File: config.mk
export PLATFORM = sky130hd
export DESIGN_NAME = seven_seg_scan_driver
export DESIGN_NICKNAME = d
export VERILOG_FILES = /design/src/rtl/seg7_pkg.sv /design/src/rtl/seg7_decode.sv /design/src/rtl/seven_seg_scan_driver.sv
export SDC_FILE = /design/constraint.sdc
export NUM_CORES = 1
export LEC_CHECK = 0
export ABC_AREA = 1
export ABC_CLOCK_PERIOD_IN_PS = 2200
export CAP_MARGIN = 20
export CORE_ASPECT_RATIO = 2
export CORE_UTILIZATION = 36
export DETAILED_ROUTE_END_ITERATION = 6
export GPL_TIMING_DRIVEN = 1
export MAX_ROUTING_LAYER = met4
export PLACE_DENSITY_LB_ADDON = 0.1
export SETUP_SLACK_MARGIN = 0.5
export SLEW_MARGIN = 20
export SYNTH_ARGS = -nofsm -noshare
export SYNTH_HDL_FRONTEND = slang
export SYNTH_HIERARCHICAL = 1
export SYNTH_SLANG_ARGS = --single-unit
File: constraint.sdc
create_clock -name clk -period 2.2 [get_ports clk]
set_input_delay 0.66 -clock clk [delete_from_list [all_inputs] [get_ports clk]]
set_output_delay 0.66 -clock clk [all_outputs]
set_load 0.1 [all_outputs]
File: src/rtl/seg7_pkg.sv
// seg7_pkg: shared definitions for the seven-segment display path.
//   seg_t       - segment bit order {a,b,c,d,e,f,g}; a is bit 6, g is bit 0.
//                 All glyphs are active-low (0 = segment lit).
//   digit_t     - one 4-bit digit value.
//   GLYPH_*     - decoded glyphs for 0-9, A-F and the blank glyph.
//   idx_width() - scan index width, never below 1 bit.
package seg7_pkg;

  typedef logic [3:0] digit_t;

  typedef struct packed {
    logic a;
    logic b;
    logic c;
    logic d;
    logic e;
    logic f;
    logic g;
  } seg_t;

  localparam seg_t GLYPH_0     = 7'b0000001;
  localparam seg_t GLYPH_1     = 7'b1001111;
  localparam seg_t GLYPH_2     = 7'b0010010;
  localparam seg_t GLYPH_3     = 7'b0000110;
  localparam seg_t GLYPH_4     = 7'b1001100;
  localparam seg_t GLYPH_5     = 7'b0100100;
  localparam seg_t GLYPH_6     = 7'b0100000;
  localparam seg_t GLYPH_7     = 7'b0001101;
  localparam seg_t GLYPH_8     = 7'b0000000;
  localparam seg_t GLYPH_9     = 7'b0000100;
  localparam seg_t GLYPH_A     = 7'b0001000;
  localparam seg_t GLYPH_B     = 7'b1100000;
  localparam seg_t GLYPH_C     = 7'b0110001;
  localparam seg_t GLYPH_D     = 7'b1000010;
  localparam seg_t GLYPH_E     = 7'b0110000;
  localparam seg_t GLYPH_F     = 7'b0111000;
  localparam seg_t GLYPH_BLANK = 7'b1111111;

  function automatic int idx_width(input int n);
    return (n < 2) ? 1 : $clog2(n);
  endfunction

endpackage

File: src/rtl/seg7_decode.sv
// seg7_decode: combinational digit-to-glyph decoder.
//   value  - 4-bit digit value
//   hex_en - 1: 10-15 decode as A,b,C,d,E,F; 0: 10-15 decode blank
//   glyph  - active-low segments {a..g}
module seg7_decode
  import seg7_pkg::*;
(
  input  digit_t value,
  input  logic   hex_en,
  output seg_t   glyph
);

  always_comb begin
    glyph = GLYPH_BLANK;
    case (value)
      4'h0: glyph = GLYPH_0;
      4'h1: glyph = GLYPH_1;
      4'h2: glyph = GLYPH_2;
      4'h3: glyph = GLYPH_3;
      4'h4: glyph = GLYPH_4;
      4'h5: glyph = GLYPH_5;
      4'h6: glyph = GLYPH_6;
      4'h7: glyph = GLYPH_7;
      4'h8: glyph = GLYPH_8;
      4'h9: glyph = GLYPH_9;
      4'hA: glyph = hex_en ? GLYPH_A : GLYPH_BLANK;
      4'hB: glyph = hex_en ? GLYPH_B : GLYPH_BLANK;
      4'hC: glyph = hex_en ? GLYPH_C : GLYPH_BLANK;
      4'hD: glyph = hex_en ? GLYPH_D : GLYPH_BLANK;
      4'hE: glyph = hex_en ? GLYPH_E : GLYPH_BLANK;
      4'hF: glyph = hex_en ? GLYPH_F : GLYPH_BLANK;
      default: glyph = GLYPH_BLANK;
    endcase
  end

endmodule

File: src/rtl/seven_seg_scan_driver.sv
// seven_seg_scan_driver: time-multiplexed seven-segment display driver.
//   clk         - system clock
//   reset       - asynchronous, active-high reset
//   enable      - 1 scans the display, 0 freezes the scan and blanks outputs
//   digits_in   - packed digits, digit i at [4i+3:4i], digit 0 least significant
//   dp_in       - per-digit decimal point request
//   blank_in    - per-digit force-dark (decimal point included)
//   seg_n       - shared segments {a..g}, active-low, registered
//   dp_n        - shared decimal point, active-low, registered
//   an_n        - per-digit anode enables, active-low, registered
//   frame_start - one-cycle pulse in the cycle the new snapshot is visible
// Inputs are captured only when the scan wraps from the top digit back to
// digit 0, so a frame never mixes old and new digit values.
module seven_seg_scan_driver
  import seg7_pkg::*;
#(
  parameter int NUM_DIGITS  = 4,
  parameter int SCAN_DIV    = 50000,
  parameter int GUARD       = 2,
  parameter int HEX_MODE    = 0,
  parameter int LZ_SUPPRESS = 1
) (
  input  logic                    clk,
  input  logic                    reset,
  input  logic                    enable,
  input  logic [4*NUM_DIGITS-1:0] digits_in,
  input  logic [NUM_DIGITS-1:0]   dp_in,
  input  logic [NUM_DIGITS-1:0]   blank_in,
  output logic [6:0]              seg_n,
  output logic                    dp_n,
  output logic [NUM_DIGITS-1:0]   an_n,
  output logic                    frame_start
);

  localparam int              DW        = $clog2(SCAN_DIV);
  localparam int              IW        = idx_width(NUM_DIGITS);
  localparam logic [DW-1:0]   DIV_LAST  = DW'(SCAN_DIV - 1);
  localparam logic [DW:0]     GUARD_LEN = (DW + 1)'(GUARD);
  localparam logic [IW-1:0]   IDX_LAST  = IW'(NUM_DIGITS - 1);
  localparam logic            HEX_EN    = (HEX_MODE != 0);
  localparam logic            LZ_EN     = (LZ_SUPPRESS != 0);

  logic [DW-1:0]         div_q, div_d, eff_div;
  logic [IW-1:0]         idx_q, idx_d;
  logic                  en_q;
  digit_t                snap_val_q [NUM_DIGITS];
  digit_t                snap_val_d [NUM_DIGITS];
  logic [NUM_DIGITS-1:0] snap_dp_q, snap_dp_d;
  logic [NUM_DIGITS-1:0] snap_blank_q, snap_blank_d;
  logic [6:0]            seg_q, seg_d;
  logic                  dp_q, dp_d;
  logic [NUM_DIGITS-1:0] an_q, an_d;
  logic                  fs_q, fs_d;

  logic                  restart, tick, wrap, run;
  logic [NUM_DIGITS-1:0] supp;
  digit_t                cur_val;
  seg_t                  cur_glyph;

  // The first enabled cycle after a pause behaves as divider 0 of the held
  // slot, so the slot restarts with a full guard interval.
  assign restart = enable & ~en_q;
  assign eff_div = restart ? '0 : div_q;
  assign tick    = enable & (eff_div == DIV_LAST);
  assign wrap    = tick & (idx_q == IDX_LAST);

  always_comb begin
    div_d        = div_q;
    idx_d        = idx_q;
    snap_val_d   = snap_val_q;
    snap_dp_d    = snap_dp_q;
    snap_blank_d = snap_blank_q;
    if (enable) begin
      div_d = tick ? '0 : eff_div + 1'b1;
    end
    if (tick) begin
      idx_d = wrap ? '0 : idx_q + 1'b1;
    end
    if (wrap) begin
      for (int k = 0; k < NUM_DIGITS; k++) begin
        snap_val_d[k] = digits_in[4*k +: 4];
      end
      snap_dp_d    = dp_in;
      snap_blank_d = blank_in;
    end
  end

  // Leading-zero suppression: walk from the most significant digit down,
  // keeping "run" high while every digit seen so far is zero or blanked.
  always_comb begin
    run  = 1'b1;
    supp = '0;
    for (int k = NUM_DIGITS - 1; k >= 0; k--) begin
      if (LZ_EN && (k > 0) && run && (snap_val_q[k] == 4'd0)) begin
        supp[k] = 1'b1;
      end
      run = run & ((snap_val_q[k] == 4'd0) | snap_blank_q[k]);
    end
  end

  assign cur_val = snap_val_q[idx_q];

  seg7_decode u_decode (
    .value  (cur_val),
    .hex_en (HEX_EN),
    .glyph  (cur_glyph)
  );

  // Outputs are computed from the current index/divider and registered, so
  // the display trails the scan state by one cycle; the guard window covers
  // the first GUARD cycles of each displayed slot.
  always_comb begin
    seg_d = '1;
    dp_d  = 1'b1;
    an_d  = '1;
    fs_d  = 1'b0;
    if (enable) begin
      fs_d = wrap;
      if (!snap_blank_q[idx_q]) begin
        dp_d = ~snap_dp_q[idx_q];
        if (!supp[idx_q]) begin
          seg_d = cur_glyph;
        end
      end
      if ({1'b0, eff_div} >= GUARD_LEN) begin
        for (int k = 0; k < NUM_DIGITS; k++) begin
          an_d[k] = (idx_q != IW'(k));
        end
      end
    end
  end

  always_ff @(posedge clk or posedge reset) begin
    if (reset) begin
      div_q        <= '0;
      idx_q        <= '0;
      en_q         <= 1'b0;
      for (int k = 0; k < NUM_DIGITS; k++) begin
        snap_val_q[k] <= '0;
      end
      snap_dp_q    <= '0;
      snap_blank_q <= '1;
      seg_q        <= '1;
      dp_q         <= 1'b1;
      an_q         <= '1;
      fs_q         <= 1'b0;
    end else begin
      div_q        <= div_d;
      idx_q        <= idx_d;
      en_q         <= enable;
      snap_val_q   <= snap_val_d;
      snap_dp_q    <= snap_dp_d;
      snap_blank_q <= snap_blank_d;
      seg_q        <= seg_d;
      dp_q         <= dp_d;
      an_q         <= an_d;
      fs_q         <= fs_d;
    end
  end

  assign seg_n       = seg_q;
  assign dp_n        = dp_q;
  assign an_n        = an_q;
  assign frame_start = fs_q;

endmodule

==> impl_metrics.json <==
{
  "setup_viol": 0,
  "ant_nets": 0,
  "syn_inst": 425,
  "core_mm2": 0.008588,
  "min_path_cells": 2,
  "synth_mux_area_share_pct": 0,
  "fillers": 799,
  "cp_slowest_cell": "nor2_4",
  "drv_slew": 0,
  "worst_pin_slew_ns": 0.5273,
  "synth_edf_count": 0,
  "routed_wl_mm": 8.993,
  "cts.sinks": 56,
  "synth-xor-area-share_pct": 1.106,
  "synth_top_family_by_area": "simple AND/OR/NAND/NOR gates",
  "ff2ff_path_depth": 13,
  "yosys.area_share.adder_pct": 2.371,
  "rsz0062_at_grt": "true",
  "grt_max_degree": 26,
  "cts.clk_slew.worst_paths_ns": 0.07,
  "outcome": "finished clean",
  "drive_gt1_share_pct": 33.72,
  "yosys.cell_types.count": 31,
  "critical_path.startpoint": "enable",
  "final_core_util_pct": 55.13,
  "netlist_area_mm2": 0.003167,
  "layout.nets": 551,
  "synthArstFlopShare_pct": 100.0,
  "crit_family": "simple AND/OR/NAND/NOR gates",
  "avgSynthCellArea_um2": 7.451,
  "cts_tree": "done",
  "period_share_pct": 83.76,
  "p_leak_nw": 2.269,
  "start_util_pct": 36.87,
  "hpwlAfterDp_mm": 6.746,
  "synth_compound_area_share_pct": 9.166,
  "drt_drc_violations_left": 0,
  "drt-initial-drc-count": 135,
  "synth_ff_type": "dfrtp_1",
  "viasPerCell": 4.979,
  "endpoint_kind": "flip-flop",
  "pwr_density_cell_mw_per_mm2": 474.7,
  "maxCapViolCount": 0,
  "vias": 3082,
  "finalNonFillerCells": 619,
  "path_depth": 13,
  "drtPass1Iterations": 4,
  "synth.top_cells.by_area": "dfrtp_1 (32%), nand2_1 (18%), dfstp_2 (13%)",
  "antenna_found_initial": 0,
  "final_common_cell": "nand2_1",
  "cts_buffers": 5,
  "io_buffer_count": 39,
  "overflow": 0,
  "grt_usage_pct": 22.07,
  "relSlewSlack_pct": 64.47,
  "multi_input_area_mm2": 0.001805,
  "final_cell_area_mm2": 0.004735,
  "cts_root_buffer": "clkbuf_16",
  "required_ns": 2.39,
  "syn_to_final_growth_pct": 49.51,
  "place_inst": 590,
  "die_area_mm2": 0.009199,
  "clock_latency_ns": 0.30,
  "ios": 40,
  "seq_area_mm2": 0.001423,
  "synth_area_leader_cell": "dfrtp_1",
  "grt_pass1_vias": 3116,
  "hold_start": "div_q[15]$_DFFE_PP0P_",
  "period_minus_slack_ns": 1.843,
  "rows": 48,
  "arrival_ns": 2.03,
  "cp_num_buf_inv": 3,
  "synth_top_cell_area_share_pct": 31.61,
  "rr_startpoint": "en_q$_DFF_PP0_",
  "max_stage_delay_ns": 0.19,
  "path_max_fanout": 7,
  "wl_per_cell_um": 14.53,
  "critPathLaunchType": "input pin",
  "clock.fmax_mhz": 542.7,
  "hold_viol_final": 0,
  "ir_worst_vdd_uv": 451.7,
  "die_h_um": 134.6,
  "ys_ff_latch": 56,
  "path_cells": "buf_8, nand2_8, nand2_4, inv_4, ha_4, nand3_4, nor2_4, nand3_2, nor2_4, nand2_8, buf_12, nand2_2, nand2_1",
  "num_antenna_cells": 0,
  "synthSimpleGateAreaFrac_pct": 34.85,
  "ys_warn_count": 6,
  "grt_first_pass_wirelength_mm": 14.57,
  "final_cell_mix": "nand2_1 (111), buf_4 (45), dfrtp_1 (39), nor2_1 (34)",
  "fin_skew_ns": 0.007595,
  "min-delay-path-class": "reg -> reg",
  "seq_area_frac_synth_pct": 44.88,
  "cts_max_path_buffers": 2,
  "gp_congestion": 0.8594,
  "worst-setup-path-type": "in -> reg",
  "cts_max_level": 2,
  "cts_hold_buf": 0,
  "die_w_um": 68.32,
  "postPlaceCellArea_mm2": 0.004158
}
==> through the flow <==
stage	setup TNS (ns)	total power [mW]	hold WS (ns)	setup WS, ns
2_1_floorplan	-1.497	1.272	0.4426	-0.07687
3_3_place_gp	-14.73	1.414	0.4604	-0.3936
3_5_place_dp	-16.69	1.419	0.4616	-0.4224
4_1_cts	0	2.237	0.4750	0.4085
5_1_grt	0	2.342	0.5030	0.2865
6_report	0	2.248	0.4824	0.3573
==> cell usage after synthesis, types with 2 or more instances <==
library cell and count:
nand2_1 148, a21oi_1 6, inv_2 4, nand3b_1 11, clkbuf_1 4, o21ai_1 3
nor2_2 5, o22ai_1 8, o31ai_1 2, nand3_1 30, nand3_2 2, nand4_1 7
dfrtp_1 40, nor2_1 40, buf_2 3, buf_6 5, xor2_1 3, ha_1 6
inv_1 35, dfstp_2 16, nand2_4 2, o21ai_0 36
==> report_power, final <==
part	switching, mW	total (mW)	internal, mW
registers	0.0336	1.09	1.06
logic	0.191	0.366	0.175
clock network	0.369	0.790	0.421
total	0.593	2.25	1.65
==> repair_timing <==
item                       4_1_cts  5_1_grt
pin swaps                       28       17
gates cloned                     2        0
setup endpoints to repair       56       54
gates resized for setup         59       32
setup buffers                   14        5
==> tightest hold or removal path, cell delays in order, from the launching register on <==
cell     delay, ns
dfrtp_1       0.34
nand2_1       0.05
nand2_1       0.06
==> cell families after synthesis <==
logic type	count (synthesis)
xor gates and xnor gates	4
other	1
DFF	56
and+or+nand+nor	251
buffers and inverters	52
AOI/OAI and AO/OA	55
adders and majority gates	6
==> per-layer routing <==
metal	global-route usage (%)	vias to the layer above	part of all wire (%)
met2	41.61	54	60
met1	20.52	1462	34
li1	-	1547	-
met4	10.07	0	3.5
met5	-	-	0
met3	2.956	19	2.0
==> sequential cells by signal (all words and copies together), names as in the netlist, 2 cells and up <==
name	flops
idx_q	2
seg_n	7
an_n	4
snap_val_q	16
snap_dp_q	4
snap_blank_q	4
div_q	16
==> path summary, 6_finish.rpt <==
path / slack (ns) / endpoint
worst min-delay path: 0.48 / div_q[15]$_DFFE_PP0P_
worst min register to register: 0.48 / div_q[15]$_DFFE_PP0P_
worst max-delay path: 0.36 / snap_val_q[13]$_DFFE_PP0P_
max in group asynchronous: 0.96 / an_n[0]$_DFF_PP1_
min in group asynchronous: 0.72 / snap_val_q[5]$_DFFE_PP0P_
worst max register to register: 0.41 / snap_val_q[13]$_DFFE_PP0P_
==> layout make-up <==
cell class              instances  share of cell area [%]
clock inverters                 2                  0.2643
multi-input cells             319                   38.13
repair buffers                 96                   22.52
flip-flops and latches         56                   30.05
well taps                     100                   2.643
clock buffers                   6                   2.722
inverters                      40                   3.673
(Power assumes the default switching activity.)
